--- src/rtl/alu_pkg.sv ---
// ---------------------------------------------------------------------------
// alu_pkg
//   Constants shared by the xbit ALU blocks: FSM state encodings for the
//   serial add/sub controller and the op_sub opcode values.
// ---------------------------------------------------------------------------
package alu_pkg;

    // Serial controller FSM encodings. Kept as plain 2-bit constants so that
    // older blocks comparing raw state bits stay compatible.
    localparam logic [1:0] IDLE = 2'd0;
    localparam logic [1:0] RUN  = 2'd1;
    localparam logic [1:0] DONE = 2'd2;

    // op_sub encodings
    localparam logic OP_ADD = 1'b0;
    localparam logic OP_SUB = 1'b1;

endpackage

--- src/rtl/fa_cell.sv ---
// ---------------------------------------------------------------------------
// fa_cell
//   Combinational 1-bit full adder built from two half adders plus an OR on
//   the carries. This is the only arithmetic in the serial controller; it is
//   reused once per operand bit.
//   Ports:
//     a, b  in   operand bits
//     cin   in   carry in
//     s     out  sum bit
//     cout  out  carry out (majority of a, b, cin)
// ---------------------------------------------------------------------------
module fa_cell (
    input  logic a,
    input  logic b,
    input  logic cin,
    output logic s,
    output logic cout
);

    logic s0;
    logic c0;
    logic c1;

    half_adder u_ha0 (
        .a (a),
        .b (b),
        .s (s0),
        .c (c0)
    );

    half_adder u_ha1 (
        .a (s0),
        .b (cin),
        .s (s),
        .c (c1)
    );

    // Both half-adder carries can never be high together, so OR is the
    // majority function here.
    assign cout = c0 | c1;

endmodule

--- src/rtl/half_adder.sv ---
// ---------------------------------------------------------------------------
// half_adder
//   Combinational 1-bit half adder.
//   Ports:
//     a, b  in   addend bits
//     s     out  sum      (a ^ b)
//     c     out  carry    (a & b)
// ---------------------------------------------------------------------------
module half_adder (
    input  logic a,
    input  logic b,
    output logic s,
    output logic c
);

    assign s = a ^ b;
    assign c = a & b;

endmodule

--- src/rtl/serial_add_ctrl.sv ---
// ---------------------------------------------------------------------------
// serial_add_ctrl
//   Bit-serial add/subtract controller. One fa_cell is time-shared across
//   WIDTH operand bits, LSB first. A start pulse in IDLE captures the
//   operands; WIDTH RUN cycles later the result and flags are presented with
//   a one-cycle done pulse.
//
//   Parameters:
//     WIDTH   operand/result width, 2..32
//     CNT_W   bit-counter width, derived from WIDTH
//
//   Ports:
//     clk     in   rising-edge clock
//     rst     in   synchronous reset, active-high, dominates start
//     start   in   request, only honoured in IDLE
//     op_sub  in   0 = A+B, 1 = A-B (captured with start)
//     inA     in   operand A (captured with start)
//     inB     in   operand B (captured with start)
//     busy    out  high in RUN and DONE
//     done    out  one-cycle pulse, result/cout/ovf valid
//     result  out  sum/difference, held until next accepted start
//     cout    out  carry out of MSB (subtract: 1 = no borrow)
//     ovf     out  signed overflow
// ---------------------------------------------------------------------------
module serial_add_ctrl
    import alu_pkg::*;
#(
    parameter  int WIDTH = 8,
    localparam int CNT_W = $clog2(WIDTH)
) (
    input  logic             clk,
    input  logic             rst,
    input  logic             start,
    input  logic             op_sub,
    input  logic [WIDTH-1:0] inA,
    input  logic [WIDTH-1:0] inB,
    output logic             busy,
    output logic             done,
    output logic [WIDTH-1:0] result,
    output logic             cout,
    output logic             ovf
);

    logic [1:0]       state;
    logic [CNT_W-1:0] cnt;
    logic [WIDTH-1:0] a_sh;
    logic [WIDTH-1:0] b_sh;
    logic             carry;
    logic [WIDTH-1:0] res_sh;
    logic             cout_q;
    logic             ovf_q;

    logic             s_bit;
    logic             c_next;
    logic             last_bit;

    fa_cell u_fa (
        .a    (a_sh[0]),
        .b    (b_sh[0]),
        .cin  (carry),
        .s    (s_bit),
        .cout (c_next)
    );

    assign last_bit = (cnt == CNT_W'(WIDTH - 1));

    always_ff @(posedge clk) begin
        if (rst) begin
            state  <= IDLE;
            cnt    <= '0;
            a_sh   <= '0;
            b_sh   <= '0;
            carry  <= 1'b0;
            res_sh <= '0;
            cout_q <= 1'b0;
            ovf_q  <= 1'b0;
        end else begin
            case (state)
                IDLE: begin
                    if (start) begin
                        // Subtract as A + ~B + 1: invert B and seed the carry.
                        a_sh   <= inA;
                        b_sh   <= (op_sub == OP_SUB) ? ~inB : inB;
                        carry  <= (op_sub == OP_SUB);
                        cnt    <= '0;
                        res_sh <= '0;
                        state  <= RUN;
                    end
                end

                RUN: begin
                    // Sum bits enter at the MSB and walk down, so after WIDTH
                    // shifts bit 0 of the answer sits at result[0].
                    res_sh <= {s_bit, res_sh[WIDTH-1:1]};
                    a_sh   <= a_sh >> 1;
                    b_sh   <= b_sh >> 1;
                    carry  <= c_next;
                    if (last_bit) begin
                        // Flags are latched on the way into DONE so they are
                        // already valid during the done cycle. 'carry' here is
                        // the carry into the MSB.
                        cout_q <= c_next;
                        ovf_q  <= carry ^ c_next;
                        state  <= DONE;
                    end else begin
                        cnt <= cnt + CNT_W'(1);
                    end
                end

                DONE: begin
                    state <= IDLE;
                end

                default: begin
                    state <= IDLE;
                end
            endcase
        end
    end

    assign busy   = (state != IDLE);
    assign done   = (state == DONE);
    assign result = res_sh;
    assign cout   = cout_q;
    assign ovf    = ovf_q;

endmodule

--- config.mk ---
export PLATFORM = sky130hd
export DESIGN_NAME = serial_add_ctrl
export DESIGN_NICKNAME = d
export VERILOG_FILES = /design/src/rtl/alu_pkg.sv /design/src/rtl/fa_cell.sv /design/src/rtl/half_adder.sv /design/src/rtl/serial_add_ctrl.sv
export SDC_FILE = /design/constraint.sdc
export NUM_CORES = 1
export LEC_CHECK = 0
export CORE_MARGIN = 2
export CORE_UTILIZATION = 45
export CTS_BUF_LIST = sky130_fd_sc_hd__clkbuf_4
export CTS_CLUSTER_SIZE = 25
export DETAILED_ROUTE_END_ITERATION = 8
export PLACE_DENSITY = 0.72
export SYNTH_ARGS = -nofsm -noshare
export SYNTH_HDL_FRONTEND = slang
export SYNTH_SLANG_ARGS = --single-unit
--- constraint.sdc ---
create_clock -name clk -period 1.9 [get_ports clk]
set_clock_uncertainty 0.05 [all_clocks]
set_input_delay 0.475 -clock clk [delete_from_list [all_inputs] [get_ports clk]]
set_output_delay 0.475 -clock clk [all_outputs]
set_load 0.01 [all_outputs]
==> impl_metrics.csv, run 1 <==
group,metric,value,unit
run_status,status,"completed",
power_and_ir_drop,total_power,1.50,mW
timing,rsz0062_at_grt,"no",
grt,first_global_vias,1185,
logic_synthesis,synthTopCellsByArea,"dfxtp_1 (43%), nor2_1 (8.0%), a2111oi_2 (7.0%)",
clock_tree,cts_tree,"built",
power_and_ir_drop,leakagePower,0.719,nW
grt,grt_util_all_layers,0.185,
logic_synthesis,synth-compound-area-share,0.206,
place,placedCellCount,228,
setup_path,worstPathRequired,1370,ps
logic_synthesis,netlist_top_cells_count,"dfxtp_1 (32), nor2_1 (32)",
logic_synthesis,yosysSeqAreaShare,0.425,
setup_path,path_max_fanout,3,
logic_synthesis,ys_seq_elements,32,
timing,finalHoldViolations,0,
logic_synthesis,synth_top_family_by_area,"compound AO/OA/AOI/OAI gates",
timing,finalSetupViolations,0,
setup_path,r2r_cells,4,
logic_synthesis,netlist_instances,157,
logic_synthesis,synth_top_cell_by_area,"dfxtp_1",
route,avgRoutedWirePerCell,13.4,µm
logic_synthesis,syn_area_per_cell,9.60,µm²
die,ios,32,
grt,grt_pass1_wl,5130,µm
clock_tree,cts-root-buf,"clkbuf_4",
logic_synthesis,synthAdderAreaFrac,0.0299,
setup_path,slowest_delay,530,ps
cells_and_area,antenna_cells,0,
setup_path,path_cells,"nor2b_1 > clkdlybuf4s50_1",
logic_synthesis,async_flop_share,0,
cells_and_area,area_delta_synth_final,28.9,%
route,viasPerCell,5.12,
logic_synthesis,synth_flop_cell,"dfxtp_1",
place,io_buffers,31,
timing,slew_headroom,0.734,
route,routed_wl,3170,µm
logic_synthesis,synthXorXnorAreaFrac,0.0523,
clock_tree,cts_sinks,32,
logic_synthesis,synthDistinctLibCells,32,
clock_tree,cts.clk_slew.worst_paths,90,ps
worst_hold_path,hold_path.startpoint,"ovf",
cells_and_area,drive_gt1_frac,0.132,
worst_hold_path,hold_end,"ovf",
clock_tree,clk_latency,340,ps
power_and_ir_drop,vdd_drop_max,0.000460,V
grt,top_usage_layer,"met2",
logic_synthesis,synth_mux_area_frac,0.0532,
timing,worst_slack,37.6,ps
clock_tree,cts_buffers,5,
worst_hold_path,min_path_cells,2,
timing,period_share,0.980,
die,initial_core_util,0.459,
flow_run,cap_violations,0,
grt,grtUsageMet2,0.289,
logic_synthesis,synthesis.nets,180,
grt,use_met3,0.0518,
die,core,0.00328,mm²
grt,antenna_found_initial,0,
logic_synthesis,yosys.area_share.simple,0.164,
place,routabilityCongestion,0.734,
grt,overflow,0,
setup_path,crit_slowest_cell,"clkdlybuf4s50_1",
setup_path,cp-startpoint,"state[1]",
route,drc,0,
route,antenna_left,0,
route,routed-via-count,1209,
clock_tree,cts_max_path_buffers,2,
setup_path,r2r_slack,340,ps
timing,fin_setup_tns,0,ps
setup_path,crit_path_start_kind,"register",
grt,grt_max_degree,33,
clock_tree,postCtsHoldBufs,0,
logic_synthesis,synth_edf_count,0,
setup_path,cp-end-kind,"primary output",
cells_and_area,fin_nets,212,
die,die_x,61.9,µm
setup_path,reg2reg_to,"b_sh[1]",
timing,max_clock_freq,0.537,GHz
setup_path,path_class,"reg -> out",
timing,slew_viol_final,0,
cells_and_area,fin_cells,236,
clock_tree,htreeDepth,2,
die,die_h,61.9,µm
place,dp_hpwl,2170,µm
die,dieArea,0.00383,mm²
logic_synthesis,synth_top_area_frac,0.425,
grt,grt_util_met1,0.237,
timing,tightest_slew,399,ps
route,drt_iter0_drc,58,
power_and_ir_drop,power_density,771,mW/mm²
route,dr.pass1.iters,4,
worst_hold_path,hold_path.class,"reg -> reg",
place,pre_cts_slack,10.1,ps
setup_path,arrival,1340,ps
logic_synthesis,synth_warnings,0,
timing,period_minus_slack,1860,ps
logic_synthesis,synth_area,0.00151,mm²
die,rows,21,
setup_path,rr_startpoint,"state[0]",
==> metrics by stage <==
stage	hold slack (ps)	area (µm²)	utilization
6_report	406	1940	0.591
2_1_floorplan	382	1510	-
5_1_grt	431	1940	0.591
4_1_cts	411	1940	0.591
3_3_place_gp	396	1860	0.567
3_5_place_dp	397	1860	0.567
==> critical path: cells and delay by family, from the launching register on <==
kind	cells	cell delay [ps]
buf+inv	1	530
simple gates	1	120
flops	1	350
==> cell families (layout without fill, tap and decap cells) <==
| logic type | count (synthesis) | count (layout) |
|---|---|---|
| and+or+nand+nor | 53 | 53 |
| adders and majority gates | 3 | 3 |
| muxes | 8 | 8 |
| xor gates and xnor gates | 9 | 9 |
| buffers and inverters | 17 | 50 |
| DFF | 32 | 32 |
| AOI/OAI and AO/OA | 35 | 35 |
==> cells in the final DEF, fill, tap and decap left out, drive strengths merged, types with 2 or more instances in the layout <==
master          n
a21oi           5
ha              2
clkbuf          6
clkdlybuf4s50  30
mux2i           8
dfxtp          32
a31oi           3
a22oi           8
inv             4
buf             7
nor2           32
a2111oi         7
nand2           6
nand3           6
xnor2           8
a211oi          8
==> final cells by class <==
type                    instances  area [µm²]
fillers                       293        1340
multi-input cells             108         762
flip-flops and latches         32         641
repair buffers                 38         387
well taps                      46        57.6
clock buffers                   6        45.0
clock inverters                 2        35.0
inverters                       4        15.0
==> worst max-delay path by stage <==
stage               to  slack, ps  depth (start not counted)
3_5_place_dp   b_sh[1]         10                          4
2_1_floorplan     busy        430                          3
4_1_cts           done         20                          2
6_report          done         40                          2
3_3_place_gp   b_sh[5]         80                          4
5_1_grt           done          2                          2
==> layer usage <==
layer | part of all wire | routed length (µm)
met4 | 0.018 | 57
met5 | 0 | 0
met3 | 0.042 | 134
met2 | 0.47 | 1500
met1 | 0.47 | 1480
==> what timing repair did <==
action / 4_1_cts / 5_1_grt
buffers inserted: 0 / 0
setup endpoints to repair: 1 / 0
resized for setup: 1 / 0
==> where the power goes <==
part / switching [mW] / internal, mW
Sequential: 0.0227 / 0.709
Clock: 0.226 / 0.290
Combinational: 0.121 / 0.129
Total: 0.370 / 1.13
==> sequential cells by signal (all words and copies together), names as in the netlist <==
register  flops
carry         1
ovf           1
result        8
a_sh          8
b_sh          8
state         2
cout          1
cnt           3
Note: power is estimated with default switching activity, not from simulation.
==> inputs of run 2 (changes only) <==
--- a/config.mk
+++ b/config.mk
@@ -8,9 +8,11 @@
 export CORE_MARGIN = 2
 export CORE_UTILIZATION = 45
 export CTS_BUF_LIST = sky130_fd_sc_hd__clkbuf_4
+export CTS_CLUSTER_DIAMETER = 30
 export CTS_CLUSTER_SIZE = 25
 export DETAILED_ROUTE_END_ITERATION = 8
-export PLACE_DENSITY = 0.72
+export PLACE_DENSITY = 0.73
+export SKIP_CTS_REPAIR_TIMING = 1
 export SYNTH_ARGS = -nofsm -noshare
 export SYNTH_HDL_FRONTEND = slang
 export SYNTH_SLANG_ARGS = --single-unit
==> run 2 against run 1 <==
Final area down 0.90%. Sequential share of layout area up 0.30 points. Critical endpoint is now result[7]. Register-to-register slack about the same. Routed wire length down 3.2%. Largest cell class unchanged.
==> impl_metrics.csv, run 2 (synthesis gave the netlist of run 1 again) <==
group,metric,value,unit
timing,fin_hold_ws,411,ps
clock_tree,cts_tree,"built",
cells_and_area,area_delta_synth_final,27.7,%
setup_path,cp_top_family,"buffers and inverters",
die,die_x,61.9,µm
timing,rsz0062_at_grt,"no",
route,antenna_left,0,
die,dieArea,0.00383,mm²
timing,period_share,0.935,
setup_path,path_class,"reg -> out",
grt,grt_util_all_layers,0.177,
route,drt_iter0_drc,54,
setup_path,cp-end-kind,"primary output",
clock_tree,cts_sinks,32,
setup_path,crit_path_start_kind,"register",
grt,first_global_vias,1111,
route,avgRoutedWirePerCell,13.0,µm
timing,max_clock_freq,0.563,GHz
clock_tree,cts-root-buf,"clkbuf_4",
timing,period_minus_slack,1780,ps
die,core,0.00328,mm²
die,rows,21,
place,routabilityCongestion,0.681,
worst_hold_path,hold_path.class,"reg -> reg",
route,routed_wl,3070,µm
timing,slew_viol_final,0,
die,initial_core_util,0.459,
setup_path,slowest_delay,560,ps
setup_path,path_max_fanout,3,
timing,slew_headroom,0.774,
grt,grt_pass1_wl,4870,µm
route,viasPerCell,5.07,
timing,fin_setup_tns,0,ps
cells_and_area,final_cell_mix,"nor2_1 (32), dfxtp_1 (32), clkdlybuf4s50_1 (29)",
die,ios,32,
setup_path,cp_num_buf_inv,1,
route,drc,0,
timing,finalHoldViolations,0,
die,die_h,61.9,µm
cells_and_area,antenna_cells,0,
setup_path,path_cells,"clkdlybuf4s50_1",
clock_tree,clk_latency,320,ps
cells_and_area,fin_nets,212,
place,io_buffers,31,
clock_tree,cts_buffers,5,
cells_and_area,fin_cells,236,
power_and_ir_drop,leakagePower,0.736,nW
route,routed-via-count,1196,
setup_path,arrival,1250,ps
power_and_ir_drop,power_density,708,mW/mm²
timing,finalSetupViolations,0,
cells_and_area,drive_gt1_frac,0.126,
power_and_ir_drop,vdd_drop_max,0.000506,V
power_and_ir_drop,total_power,1.36,mW
setup_path,crit_slowest_cell,"clkdlybuf4s50_1",
place,dp_hpwl,2190,µm
grt,antenna_found_initial,0,
run_status,status,"completed",
flow_run,cap_violations,0,
clock_tree,htreeDepth,2,
grt,grt_max_degree,33,
place,placedCellCount,228,
route,dr.pass1.iters,4,
clock_tree,cts.clk_slew.worst_paths,90,ps
grt,overflow,0,
clock_tree,cts_max_path_buffers,2,
setup_path,worstPathRequired,1370,ps
timing,tightest_slew,339,ps
## run 2: cell type report
type,count,area (µm²)
inverter,4,15.0
multi-input combinational,108,762
sequential,32,641
tap,46,57.6
fill,302,1360
clock inverter,1,3.75
timing repair buffer,38,393
clock buffer,7,52.6
## run 2: path summary, 6_finish.rpt
kind	from	to	slack, ps	cells after the start
hold / removal	b_sh[7]	b_sh[7]	410	2
setup reg to reg	state[0]	b_sh[4]	350	4
setup / recovery	result[7]	result[7]	120	1
hold reg to reg	b_sh[7]	b_sh[7]	410	2
## run 2: per-stage QoR
| step | worst slack (ps) | area, µm² | utilization |
|---|---|---|---|
| finish | 123 | 1920 | 0.586 |
| global route | 61.7 | 1920 | 0.586 |
| CTS | -44.0 | 1920 | 0.584 |
| detailed placement | -2.89 | 1860 | 0.567 |
| global placement | 77.0 | 1860 | 0.567 |
| floorplan | 429 | 1510 | - |
## run 2: metal layers
| metal | up-vias | wire length, µm | global-route usage |
|---|---|---|---|
| li1 | 617 | - | - |
| met1 | 553 | 1390 | 0.217 |
| met2 | 24 | 1520 | 0.283 |
| met3 | 2 | 140 | 0.0683 |
| met4 | 0 | 15 | 0.0638 |
| met5 | - | 0 | 0 |
## run 2: power breakdown
group	internal, mW	total [mW]	switching (mW)
registers	0.709	0.731	0.0223
clock network	0.171	0.383	0.212
logic	0.129	0.249	0.119
